===== src/rtl/keycode_event_queue_if.sv =====
// Event read port of keycode_event_queue: head entry, non-empty flag, consumer pop.
// master = the queue (producer side), slave = the consumer.
interface keycode_event_queue_if;
    logic [9:0] evt_data;
    logic       evt_valid;
    logic       evt_ready;

    modport master (output evt_data, output evt_valid, input evt_ready);
    modport slave  (input evt_data, input evt_valid, output evt_ready);
endinterface


===== src/rtl/keycode_event_queue.sv =====
// keycode_event_queue: turns the level keycode from the SoC PIO into a FIFO of
// press/release events ({repeat, press, keycode}) with a first-word-fall-through
// valid/ready read port, plus the currently held key as a level.
// Optional auto-repeat is compiled in when KEYCODE_REPEAT_EN is defined; otherwise
// evt_data[9] is always 0 and no repeat counter exists.
module keycode_event_queue #(
    parameter int DEPTH         = 8,
    parameter int REPEAT_DELAY  = 25000000,
    parameter int REPEAT_PERIOD = 5000000
) (
    input  logic                     clk_clk,
    input  logic                     reset_reset_n,
    input  logic [7:0]               keycode_in,
    keycode_event_queue_if.master    evt,
    output logic [7:0]               held_key,
    output logic [$clog2(DEPTH):0]   fifo_count,
    output logic                     overflow,
    input  logic                     overflow_clr
);

    localparam int AW = $clog2(DEPTH);
    localparam int CW = AW + 1;
    localparam logic [CW-1:0] FULL_COUNT = CW'(DEPTH);

    if (DEPTH < 2 || (DEPTH & (DEPTH - 1)) != 0) begin : g_bad_depth
        $error("keycode_event_queue: DEPTH must be a power of two, at least 2");
    end
    if (REPEAT_PERIOD < 1 || REPEAT_PERIOD > REPEAT_DELAY) begin : g_bad_repeat
        $error("keycode_event_queue: need 1 <= REPEAT_PERIOD <= REPEAT_DELAY");
    end

`ifdef KEYCODE_REPEAT_EN
    localparam int EW = 10;
    localparam int RW = $clog2(REPEAT_DELAY + 1);
    localparam logic [RW-1:0] RPT_FIRE   = RW'(REPEAT_DELAY - 1);
    localparam logic [RW-1:0] RPT_RELOAD = RW'(REPEAT_DELAY - REPEAT_PERIOD);
`else
    localparam int EW = 9;
`endif

    typedef enum logic {IDLE, PRESS_PEND} state_t;

    state_t        state;
    logic [7:0]    kc_q;
    logic          push;
    logic          push_press;
    logic [7:0]    push_key;
    logic [EW-1:0] push_entry;

    logic [EW-1:0] mem [DEPTH];
    logic [AW-1:0] wr_ptr;
    logic [AW-1:0] rd_ptr;
    logic          full;
    logic          pop;
    logic          accept;
    logic          drop;

`ifdef KEYCODE_REPEAT_EN
    logic [RW-1:0] rpt_cnt;
    logic          push_rpt;
    logic          rpt_due;

    assign rpt_due    = (held_key != 8'h00) && (rpt_cnt == RPT_FIRE);
    assign push_entry = {push_rpt, push_press, push_key};
`else
    assign push_entry = {push_press, push_key};
`endif

    // Input capture: every decision is made on the registered keycode
    always_ff @(posedge clk_clk or negedge reset_reset_n) begin
        if (!reset_reset_n) begin
            kc_q <= 8'h00;
        end else begin
            kc_q <= keycode_in;
        end
    end

    // Event to push this cycle, decided from the current state and captured keycode
    always_comb begin
        push       = 1'b0;
        push_press = 1'b0;
        push_key   = 8'h00;
`ifdef KEYCODE_REPEAT_EN
        push_rpt   = 1'b0;
`endif
        case (state)
            IDLE: begin
                if (kc_q != held_key) begin
                    push = 1'b1;
                    if (held_key != 8'h00) begin
                        // release of the old key always comes first
                        push_key = held_key;
                    end else begin
                        push_press = 1'b1;
                        push_key   = kc_q;
                    end
                end
`ifdef KEYCODE_REPEAT_EN
                else if (rpt_due) begin
                    push       = 1'b1;
                    push_press = 1'b1;
                    push_rpt   = 1'b1;
                    push_key   = held_key;
                end
`endif
            end
            PRESS_PEND: begin
                push       = 1'b1;
                push_press = 1'b1;
                push_key   = kc_q;
            end
            default: ;
        endcase
    end

    // Key-tracking FSM: held key, pending press after a key-to-key change, repeat timer
    always_ff @(posedge clk_clk or negedge reset_reset_n) begin
        if (!reset_reset_n) begin
            state    <= IDLE;
            held_key <= 8'h00;
`ifdef KEYCODE_REPEAT_EN
            rpt_cnt  <= '0;
`endif
        end else begin
            case (state)
                IDLE: begin
                    if (kc_q != held_key) begin
                        // A->B needs a second cycle for the press; A->0 and 0->B settle now
                        if (held_key != 8'h00 && kc_q != 8'h00) begin
                            state <= PRESS_PEND;
                        end else begin
                            held_key <= kc_q;
                        end
`ifdef KEYCODE_REPEAT_EN
                        rpt_cnt <= '0;
`endif
                    end
`ifdef KEYCODE_REPEAT_EN
                    else if (held_key != 8'h00) begin
                        rpt_cnt <= rpt_due ? RPT_RELOAD : rpt_cnt + 1'b1;
                    end
`endif
                end
                PRESS_PEND: begin
                    held_key <= kc_q;
                    state    <= IDLE;
`ifdef KEYCODE_REPEAT_EN
                    rpt_cnt  <= '0;
`endif
                end
                default: state <= IDLE;
            endcase
        end
    end

    assign full   = (fifo_count == FULL_COUNT);
    assign pop    = evt.evt_valid && evt.evt_ready;
    assign accept = push && (!full || pop);
    assign drop   = push && full && !pop;

    assign evt.evt_valid = (fifo_count != '0);
`ifdef KEYCODE_REPEAT_EN
    assign evt.evt_data  = evt.evt_valid ? mem[rd_ptr] : 10'h000;
`else
    assign evt.evt_data  = evt.evt_valid ? {1'b0, mem[rd_ptr]} : 10'h000;
`endif

    // FIFO storage: written on accepted pushes only, contents need no reset
    always_ff @(posedge clk_clk) begin
        if (accept) begin
            mem[wr_ptr] <= push_entry;
        end
    end

    // FIFO pointers and occupancy; pointers wrap naturally at the power-of-two depth
    always_ff @(posedge clk_clk or negedge reset_reset_n) begin
        if (!reset_reset_n) begin
            wr_ptr     <= '0;
            rd_ptr     <= '0;
            fifo_count <= '0;
        end else begin
            if (accept) begin
                wr_ptr <= wr_ptr + 1'b1;
            end
            if (pop) begin
                rd_ptr <= rd_ptr + 1'b1;
            end
            case ({accept, pop})
                2'b10:   fifo_count <= fifo_count + 1'b1;
                2'b01:   fifo_count <= fifo_count - 1'b1;
                default: ;
            endcase
        end
    end

    // Sticky drop flag; a drop in the same cycle as a clear keeps it set
    always_ff @(posedge clk_clk or negedge reset_reset_n) begin
        if (!reset_reset_n) begin
            overflow <= 1'b0;
        end else if (drop) begin
            overflow <= 1'b1;
        end else if (overflow_clr) begin
            overflow <= 1'b0;
        end
    end

endmodule


===== src/flat_wrapper.sv =====
// flat-port wrapper written by rule: the top's interface ports become plain ports
module keycode_event_queue_flat 
#(
    parameter int DEPTH         = 8,
    parameter int REPEAT_DELAY  = 25000000,
    parameter int REPEAT_PERIOD = 5000000
)
  (clk_clk, reset_reset_n, keycode_in, held_key, fifo_count, overflow, overflow_clr, evt_evt_data, evt_evt_valid, evt_evt_ready);
  keycode_event_queue_if evt_i ();
  input  logic clk_clk;
  input  logic reset_reset_n;
  input  logic [7:0] keycode_in;
  output logic [7:0] held_key;
  output logic [$clog2(DEPTH):0] fifo_count;
  output logic overflow;
  input  logic overflow_clr;
  output wire logic [$bits(evt_i.evt_data)-1:0] evt_evt_data;
  output wire logic [$bits(evt_i.evt_valid)-1:0] evt_evt_valid;
  input wire logic [$bits(evt_i.evt_ready)-1:0] evt_evt_ready;
  assign evt_evt_data = evt_i.evt_data;
  assign evt_evt_valid = evt_i.evt_valid;
  assign evt_i.evt_ready = evt_evt_ready;
  keycode_event_queue #(.DEPTH(DEPTH), .REPEAT_DELAY(REPEAT_DELAY), .REPEAT_PERIOD(REPEAT_PERIOD)) u_core (.clk_clk(clk_clk), .reset_reset_n(reset_reset_n), .keycode_in(keycode_in), .evt(evt_i), .held_key(held_key), .fifo_count(fifo_count), .overflow(overflow), .overflow_clr(overflow_clr));
endmodule

===== config.mk =====
export PLATFORM = sky130hd
export DESIGN_NAME = keycode_event_queue_flat
export DESIGN_NICKNAME = d
export VERILOG_FILES = /design/src/rtl/keycode_event_queue_if.sv /design/src/rtl/keycode_event_queue.sv /design/src/flat_wrapper.sv
export SDC_FILE = /design/constraint.sdc
export NUM_CORES = 1
export LEC_CHECK = 0
export ABC_AREA = 1
export BUFFER_PORTS_ARGS = -buffer_cell sky130_fd_sc_hd__clkbuf_2
export CORE_MARGIN = 8
export CORE_UTILIZATION = 45
export CTS_BUF_LIST = sky130_fd_sc_hd__clkbuf_16
export DETAILED_ROUTE_END_ITERATION = 10
export SYNTH_ARGS = -nofsm -noshare
export SYNTH_HDL_FRONTEND = slang
export SYNTH_SLANG_ARGS = --single-unit

===== constraint.sdc =====
create_clock -name clk_clk -period 2.64 [get_ports clk_clk]
set_clock_uncertainty 0.2 [all_clocks]
set_input_delay 0.396 -clock clk_clk [delete_from_list [all_inputs] [get_ports clk_clk]]
set_output_delay 0.396 -clock clk_clk [all_outputs]
set_load 0.03 [all_outputs]

== Word-level counts from Yosys, hierarchy flattened ==
Memories as Yosys holds them, arrays and structs flattened.
Index checks and enable logic that the tools add are counted.
Word-level totals
  flip-flop bits (word level): 28
  memory bits (writable): 72
  memory bits (read-only): 0
  latch bits: 0
  memories: 1
  word-level logic and storage cells: 53
  bits of input ports: 12
Operators by class
  $mul: 0
  bitwise gates (word level): 1
  add/subtract/negate cells: 4
  reductions and logical operators: 14
  equal/unequal tests: 6
  divide/modulo/power cells: 0
  shift-type cells: 0
  magnitude comparators: 0
  muxes and demuxes: 20
Memories
  u_core.mem: depth 8, width 9, read ports 1, clocked after memory_dff 0, write ports 1, line keycode_event_queue.sv:50  | logic [EW-1:0] mem [DEPTH];
Operators with widths (number)
  8-bit 2-to-1 mux: 4
  8-bit one-hot mux with 2 select lines: 2
  8-bit nonzero test: 2
  1-bit 2-to-1 mux: 9
  9-bit 2-to-1 mux: 1
  8-bit != test: 1
  4-bit one-hot mux with 2 select lines: 1
  3-bit by 1-bit adder with 3-bit output (second input constant): 2
  1-bit one-hot mux with 2 select lines: 3
  1-bit logical AND: 5
  4-bit by 1-bit adder with 4-bit output (second input constant): 1
  4-bit == test (second input constant): 1
  2-bit nonzero test: 2
  4-bit nonzero test: 1
  4-bit by 1-bit subtractor with 4-bit output (second input constant): 1
  2-bit by 1-bit == test with 1-bit output (second input constant): 1
  2-bit == test (second input constant): 1
  1-bit zero test: 2
  2-bit by 1-bit != test with 1-bit output (second input constant): 1
  2-bit != test (second input constant): 1
  2-bit AND reduction: 1
  1-bit logical OR: 1
  1-bit NOT: 1

== Longest topological paths before layout ==
Gate-level depths: netlist (run 1).
  depth in word-level cells: 6
  gate-level depth with buffers: 14
  depth with buffers taken out: 14

== Least setup slack after synthesis (run 1) ==
No wires, ideal clock.
  path type: reg2reg
  from: reg u_core.fifo_count[1]
  to: reg u_core.fifo_count[2]
  clock period less this slack: 2.436 ns
  arrival: 2.153 ns
  slack: 0.204 ns
  buffers on the path: 0
  stages on the path, launching flop included: 12
  cells stage by stage: dfrtp_1 -> nor2_2 -> nand3_2 -> nand2_2 -> nand4_2 -> nand2_4 -> ha_1 -> xor2_1 -> ha_1 -> a21oi_1 -> xor2_1 -> o21ai_0
Between the ends
  word-level cells in the longest chain between the ends: 6
  elaborated cells on any way between the ends: 12
  those cells by class: 2 x add/sub; 3 x eq/ne; 1 x mux; 6 x reduce/logical
RTL lines
  start, declared: line keycode_event_queue.sv:16  | output logic [$clog2(DEPTH):0] fifo_count,
  start signal, assigned: line keycode_event_queue.sv:189  | 2'b10: fifo_count <= fifo_count + 1'b1;
  start signal, assigned: line keycode_event_queue.sv:190  | 2'b01: fifo_count <= fifo_count - 1'b1;
  4-bit == test / 4-bit nonzero test (equally long branches): line keycode_event_queue.sv:156, keycode_event_queue.sv:161
  1-bit zero test / 1-bit logical AND (equally long branches): line keycode_event_queue.sv:158, keycode_event_queue.sv:157
  1-bit logical OR: line keycode_event_queue.sv:158  | assign accept = push && (!full || pop);
  1-bit logical AND: line keycode_event_queue.sv:158
  2-bit by 1-bit == test with 1-bit output / 2-bit == test (equally long branches): line keycode_event_queue.sv:188  | case ({accept, pop})
  4-bit one-hot mux with 2 select lines / 2-bit nonzero test (equally long branches)
Several ways; a longest one is shown, not always the timed one.
A chain may end at the register's enable or synchronous reset.

== Final worst setup path (run 1) ==
  from: reg u_core.rd_ptr[0]
  to: out evt_evt_data[1]
Between the ends
  word-level cells in the longest chain between the ends: 2
RTL lines
  start, declared: line keycode_event_queue.sv:52  | logic [AW-1:0] rd_ptr;
  start signal, assigned: line keycode_event_queue.sv:186  | rd_ptr <= rd_ptr + 1'b1;
  memory read 8 x 9 bit
  9-bit 2-to-1 mux: line keycode_event_queue.sv:165  | assign evt.evt_data = evt.evt_valid ? {1'b0, mem[rd_ptr]} : 10'h000;
  end, declared: line flat_wrapper.sv:17  | output wire logic [$bits(evt_i.evt_data)-1:0] evt_evt_data;
Every way passes these cells.

==> summary.txt, run 1 <==
Cells and area
  • Commonest non-fill, non-tap cell in the layout: nor2_1
  • Fraction of layout cells with a size suffix above 1: 0.165
  • Final Util: 0.542
  • Area growth syn-to-layout: 18.7%
  • Fill count: 847
  • Fin nets: 492
  • N_diodes: 0
  • Fin area: 5200 um^2
  • Commonest cells after routing, fill and taps aside: nor2_1 (89), edfxtp_1 (72), nand2_1 (69)

Power
  • Worst vdd ir: 0.563 mV
  • Psw: 0.00298 W
  • Clk pwr share: 0.193
  • Sequential share of power: 0.379
  • Leak: 2.12 nW
  • Switch share: 0.416
  • Power Internal: 0.00418 W
  • Logic pwr share: 0.427
  • Power Density: around 1400 nW/um^2

Place
  • Placer Congestion: 0.867
  • Pre-CTS setup slack: 0.115 ns
  • Detailed placer's ending HPWL: 6320 um
  • Port Buffer Count: 34
  • Cell area after placement: 4760 um^2

STA
  • Worst-Margin Slew: 1.06 ns
  • Final hold vios: 0
  • Hold_ws: roughly 0.14 ns
  • Period minus WS final: 2.47 ns
  • Final period util: 0.935
  • RSZ-0062 raised after global routing: true
  • Fin. max-slew vios: 0
  • Fmax: 0.405 GHz
  • Max transition margin: 0.290
  • Final Worst Setup Slack: 0.172 ns
  • Final setup violation count: 0

Clock network
  • Clock sink total: 100
  • Worst skew pair latency: approximately 0.34 ns
  • Setup bufs post-CTS: 0
  • Clock Tree Buf Depth: 2
  • CTS clk-pin slew, worst paths: 0.07 ns
  • Number of CTS-inserted buffers: 9
  • CTS root buf: clkbuf_16
  • H-Tree Depth: 3
  • TritonCTS clock tree: yes

Worst setup path
  • Worst EP required: about 2 ns
  • Crit path launch type: register
  • Maximum fanout along the worst path: 22
  • Endpoint class of the critical path: primary output
  • Worst R2R End: u_core.mem[4][3]
  • Path type of the worst setup path: register to primary output
  • Reg2Reg Depth: 8
  • CP arrival: 1.87 ns
  • Worst reg2reg path startpoint: u_core.kc_q[4]
  • R2r setup slk: 0.22 ns

Synthesis
  • Cell taking the most area after synthesis: edfxtp_1
  • Synth unique cells: 27
  • Top-area cell type share of the netlist area: 0.493
  • Syn Nets: 439
  • Syn. warnings: 0
  • Syn avg cell area: 10.4 um^2
  • Synth top area cells: edfxtp_1 (49%), dfrtp_1 (16%), nor2_1 (7.8%)
  • Mapped cell area: approximately 4400 um^2
  • Yosys reg bits: 100
  • Sequential element share of the synthesized area: 0.653
  • Cell count after synthesis: ~420

Floorplan
  • Die X: approximately 110 um
  • Die area: 13200 um^2
  • DIE HEIGHT: 115 um
  • Starting density of the core: 0.457
  • Core area: 9590 um^2
  • IO Count: 36
  • Std cell rows: 36

Drt
  • DRC: 0
  • Final WL: around 9500 um
  • Iteration count of the initial detailed-routing pass: 4
  • First-iteration detailed-routing DRC count: 152
  • Vias: 3100
  • Detail Route Antenna Nets: 0
  • WL/cell: 15.5 um
  • Vias per inst: 5.06

Min path
  • Hold endpoint: u_core.overflow
  • Worst Hold Class: primary input to register
  • Hold_sp: overflow_clr
  • Worst hold stages: 3

Global route
  • Initial antenna violation count: 0
  • Total GRT Usage: 0.153
  • Total grt overflow: 0
  • First-pass GRT wire length: 15400 um
  • Number of global-route vias before repair: 2938
  • Largest net degree at the start of global routing: 29

Job
  • Number of max-cap violations: 0

Status
  • Status: completed
-- worst max-delay path by stage --
stage                                 endpoint                  from  slack (ns)  cells after the start
after floorplan           u_core.fifo_count[2]  u_core.fifo_count[1]        0.20                     11
after global placement        u_core.mem[2][5]    u_core.held_key[6]        0.19                      6
after detailed placement  u_core.fifo_count[2]    u_core.held_key[6]        0.11                     11
after CTS                 u_core.fifo_count[2]    u_core.held_key[6]        0.09                     11
after global routing      u_core.fifo_count[2]        u_core.kc_q[4]       -0.02                     13
final                          evt_evt_data[1]      u_core.rd_ptr[0]        0.17                      7
-- per-layer routing --
layer / part of all wire / up-vias / GRT usage
li1: - / 1527 / -
met1: 0.47 / 1507 / 0.204
met2: 0.48 / 61 / 0.244
met3: 0.042 / 5 / 0.0338
met4: 0.0048 / 0 / 0.0464
met5: 0 / - / 0
-- metrics by stage --
stage | setup TNS [ns] | std cells | total power (W)
CTS | 0 | 613 | 0.00720
floorplan | 0 | 422 | 0.00475
detailed placement | 0 | 588 | 0.00580
finish | 0 | 613 | 0.00715
global placement | 0 | 588 | 0.00575
global route | -0.0197 | 613 | 0.00765
-- synthesized netlist by cell type --
cell type  number
a21oi_1        12
buf_1           1
buf_2           8
buf_4           4
clkbuf_1        4
clkinv_1        1
conb_1          1
dfrtp_1        28
edfxtp_1       72
ha_1            5
inv_1          18
inv_2           1
nand2_1        69
nand2_2         1
nand2_4         2
nand3_1        13
nand3_2         1
nand3_4         1
nand4_1         4
nand4_2         1
nor2_1         91
nor2_2          3
o21ai_0        64
o21ai_1         4
o21bai_1        1
xnor2_1         6
xor2_1          6
-- power by group through the flow --
stage	Clock, W	Combinational [W]	Sequential, W
floorplan	0	0.00192	0.00283
global placement	0	0.00303	0.00272
detailed placement	0	0.00306	0.00274
CTS	0.00140	0.00309	0.00271
global route	0.00147	0.00341	0.00277
finish	0.00138	0.00306	0.00271
-- flip-flops by register name (all words and copies together), names as in the netlist --
register           cells
u_core.kc_q            8
u_core.fifo_count      4
u_core.mem            72
u_core.state           1
u_core.overflow        1
u_core.wr_ptr          3
u_core.held_key        8
u_core.rd_ptr          3
-- kinds of logic (layout without fill, tap and decap cells) --
logic type                 Yosys count  in the layout  synth area share
and+or+nand+nor                    186            186             0.178
DFF                                100            100             0.653
AOI/OAI and AO/OA                   81             81            0.0930
buffers and inverters               37             95            0.0374
xor gates and xnor gates            12             12            0.0240
adders and majority gates            5              5            0.0143
other                                1              1          0.000855
-- worst max-delay path, stage by stage (launching register included) --
cell and delay, ns:
dfrtp_1 0.40, inv_2 0.25, buf_12 0.20, nor2_1 0.04
o21ai_0 0.20, o21ai_0 0.10, nor2_1 0.11, clkbuf_2 0.22
-- layout make-up --
class | instances | area (um^2) | area share
Clock buffer | 9 | 225 | 0.0433
Clock inverter | 7 | 91.3 | 0.0176
Inverter | 20 | 75.1 | 0.0144
Multi-Input combinational cell | 285 | 1390 | 0.267
Sequential cell | 100 | 2860 | 0.550
Tap cell | 133 | 166 | 0.0320
Timing Repair Buffer | 59 | 393 | 0.0755
-- repair_timing --
action / 4_1_cts / 5_1_grt
endpoints found under the hold margin: 36 / 0
hold buffers: 9 / 0
setup endpoints to repair: 0 / 19
gates resized for setup: 0 / 7
No activity file was read; power rests on OpenSTA's default activity.
==> run 2: changes to the inputs <==
--- a/config.mk
+++ b/config.mk
@@ -9,7 +9,8 @@
 export BUFFER_PORTS_ARGS = -buffer_cell sky130_fd_sc_hd__clkbuf_2
 export CORE_MARGIN = 8
-export CORE_UTILIZATION = 45
+export CORE_UTILIZATION = 59
 export CTS_BUF_LIST = sky130_fd_sc_hd__clkbuf_16
 export DETAILED_ROUTE_END_ITERATION = 10
+export PLACE_DENSITY = 0.79
 export SYNTH_ARGS = -nofsm -noshare
 export SYNTH_HDL_FRONTEND = slang
==> constraint.sdc (replaced) <==
create_clock -name clk_clk -period 2.64 [get_ports clk_clk]
set_clock_uncertainty 0.2 [all_clocks]
set_input_delay 0.528 -clock clk_clk [delete_from_list [all_inputs] [get_ports clk_clk]]
set_output_delay 0.528 -clock clk_clk [all_outputs]
set_load 0.03 [all_outputs]
==> summary.txt, run 2 (synthesis gave the netlist of run 1 again) <==
Status
  • Status: completed

STA
  • Fmax: 0.392 GHz
  • Max transition margin: 0.305
  • Final Worst Setup Slack: 0.0914 ns
  • Fin. max-slew vios: 0
  • Period minus WS final: 2.55 ns
  • Final period util: 0.965
  • Hold_ws: 0.0210 ns
  • Final setup violation count: 0
  • Final hold vios: 0
  • Worst-Margin Slew: 1.03 ns

Global route
  • Largest net degree at the start of global routing: 37
  • Total GRT Usage: 0.193
  • First-pass GRT wire length: 15200 um
  • Initial antenna violation count: 0
  • Total grt overflow: 0
  • Number of global-route vias before repair: 3141

Power
  • Worst vdd ir: 0.786 mV
  • Power Density: roughly 1400 nW/um^2
  • Leak: approximately 2.1 nW

Min path
  • Worst Hold Class: primary input to async pin

Place
  • Cell area after placement: 4720 um^2
  • Pre-CTS setup slack: 0.137 ns
  • Placed cells: between 500 and 600
  • Detailed placer's ending HPWL: 5990 um
  • Port Buffer Count: 34
  • Placer Congestion: 0.843

Cells and area
  • Commonest non-fill, non-tap cell in the layout: nor2_1
  • Fin area: 5070 um^2
  • Fraction of layout cells with a size suffix above 1: 0.173
  • Largest register FFs: between 70 and 80
  • Area growth syn-to-layout: 15.6%
  • Fill count: 531
  • Biggest regs: u_core.mem x72, u_core.held_key x8, u_core.kc_q x8
  • Commonest cells after routing, fill and taps aside: nor2_1 (89), edfxtp_1 (72), nand2_1 (69)
  • Largest reg by FF count: u_core.mem
  • N_diodes: 0
  • Fin nets: about 490
  • Non-filler instance count after layout: 572

Worst setup path
  • Path type of the worst setup path: register to primary output
  • Endpoint class of the critical path: primary output
  • Worst EP required: roughly 1.9 ns
  • Crit path launch type: register
  • CP arrival: 1.82 ns
  • Maximum fanout along the worst path: 20

Clock network
  • Worst skew pair latency: between 0.3 and 0.4 ns
  • TritonCTS clock tree: yes
  • Post-CTS Hold Fix Bufs: 0
  • Clock sink total: 100
  • CTS root buf: clkbuf_16
  • Number of CTS-inserted buffers: 9
  • Clock Tree Buf Depth: 2
  • H-Tree Depth: 3
  • CTS clk-pin slew, worst paths: 0.06 ns

Drt
  • Vias: between 3000 and 4000
  • First-iteration detailed-routing DRC count: 178
  • Iteration count of the initial detailed-routing pass: 5
  • Detail Route Antenna Nets: 0
  • WL/cell: approximately 16 um
  • Vias per inst: 5.50
  • Final WL: 9170 um
  • DRC: 0

Floorplan
  • Std cell rows: 31
  • Die X: 102 um
  • Die area: 10400 um^2
  • DIE HEIGHT: 102 um
  • Core area: 7210 um^2
  • Starting density of the core: 0.608
  • IO Count: 36

Job
  • Number of max-cap violations: 0
==> run 2: timing repair <==
action / in CTS / in global routing
setup buffers: 0 / 2
gates resized for setup: 3 / 6
endpoints found under the setup margin: 5 / 29
==> run 2: per-layer routing <==
metal	GRT usage	wire [um]
met5	0	0
met4	0.0722	167
met3	0.0456	602
met2	0.316	4520
met1	0.242	3870
==> run 2: worst paths after layout <==
| kind | to | startpoint | slack (ns) | cells past startpoint |
|---|---|---|---|---|
| min | u_core.kc_q[1] | reset_reset_n | 0.02 | 1 |
| max reg2reg | u_core.mem[3][3] | u_core.kc_q[5] | 0.19 | 8 |
| max in group asynchronous | u_core.rd_ptr[0] | reset_reset_n | 1.74 | 1 |
| min reg2reg | u_core.fifo_count[3] | u_core.fifo_count[3] | 0.34 | 2 |
| max | evt_evt_data[2] | u_core.rd_ptr[0] | 0.09 | 7 |
| min in group clk_clk | u_core.kc_q[1] | keycode_in[1] | 0.09 | 1 |
==> run 2: final cells by class <==
| type | count | area, um^2 | area share |
|---|---|---|---|
| multi-input combinational | 285 | 1390 | 0.274 |
| inverter | 20 | 75.1 | 0.0148 |
| clock inverter | 7 | 67.6 | 0.0133 |
| sequential | 100 | 2860 | 0.565 |
| clock buffer | 9 | 225 | 0.0444 |
| timing repair buffer | 52 | 324 | 0.0639 |
| tap | 99 | 124 | 0.0244 |
==> run 2: stage by stage <==
step | utilization | total power (W) | setup TNS [ns]
4_1_cts | 0.696 | 0.00706 | 0
2_1_floorplan | - | 0.00475 | 0
6_report | 0.703 | 0.00707 | 0
5_1_grt | 0.703 | 0.00755 | -0.0357
3_3_place_gp | 0.655 | 0.00566 | 0
3_5_place_dp | 0.655 | 0.00576 | 0
==> run 2: worst max-delay path, stage by stage (launching register included) <==
cell      delay [ns]
dfrtp_2         0.47
inv_2           0.08
buf_6           0.18
nor2_1          0.06
o21ai_0         0.22
o21ai_0         0.10
nor2_1          0.14
clkbuf_4        0.22
==> run 2: power breakdown <==
group          internal, W  switching, W
Clock             0.000729      0.000546
Sequential         0.00245      0.000303
Combinational     0.000943       0.00210
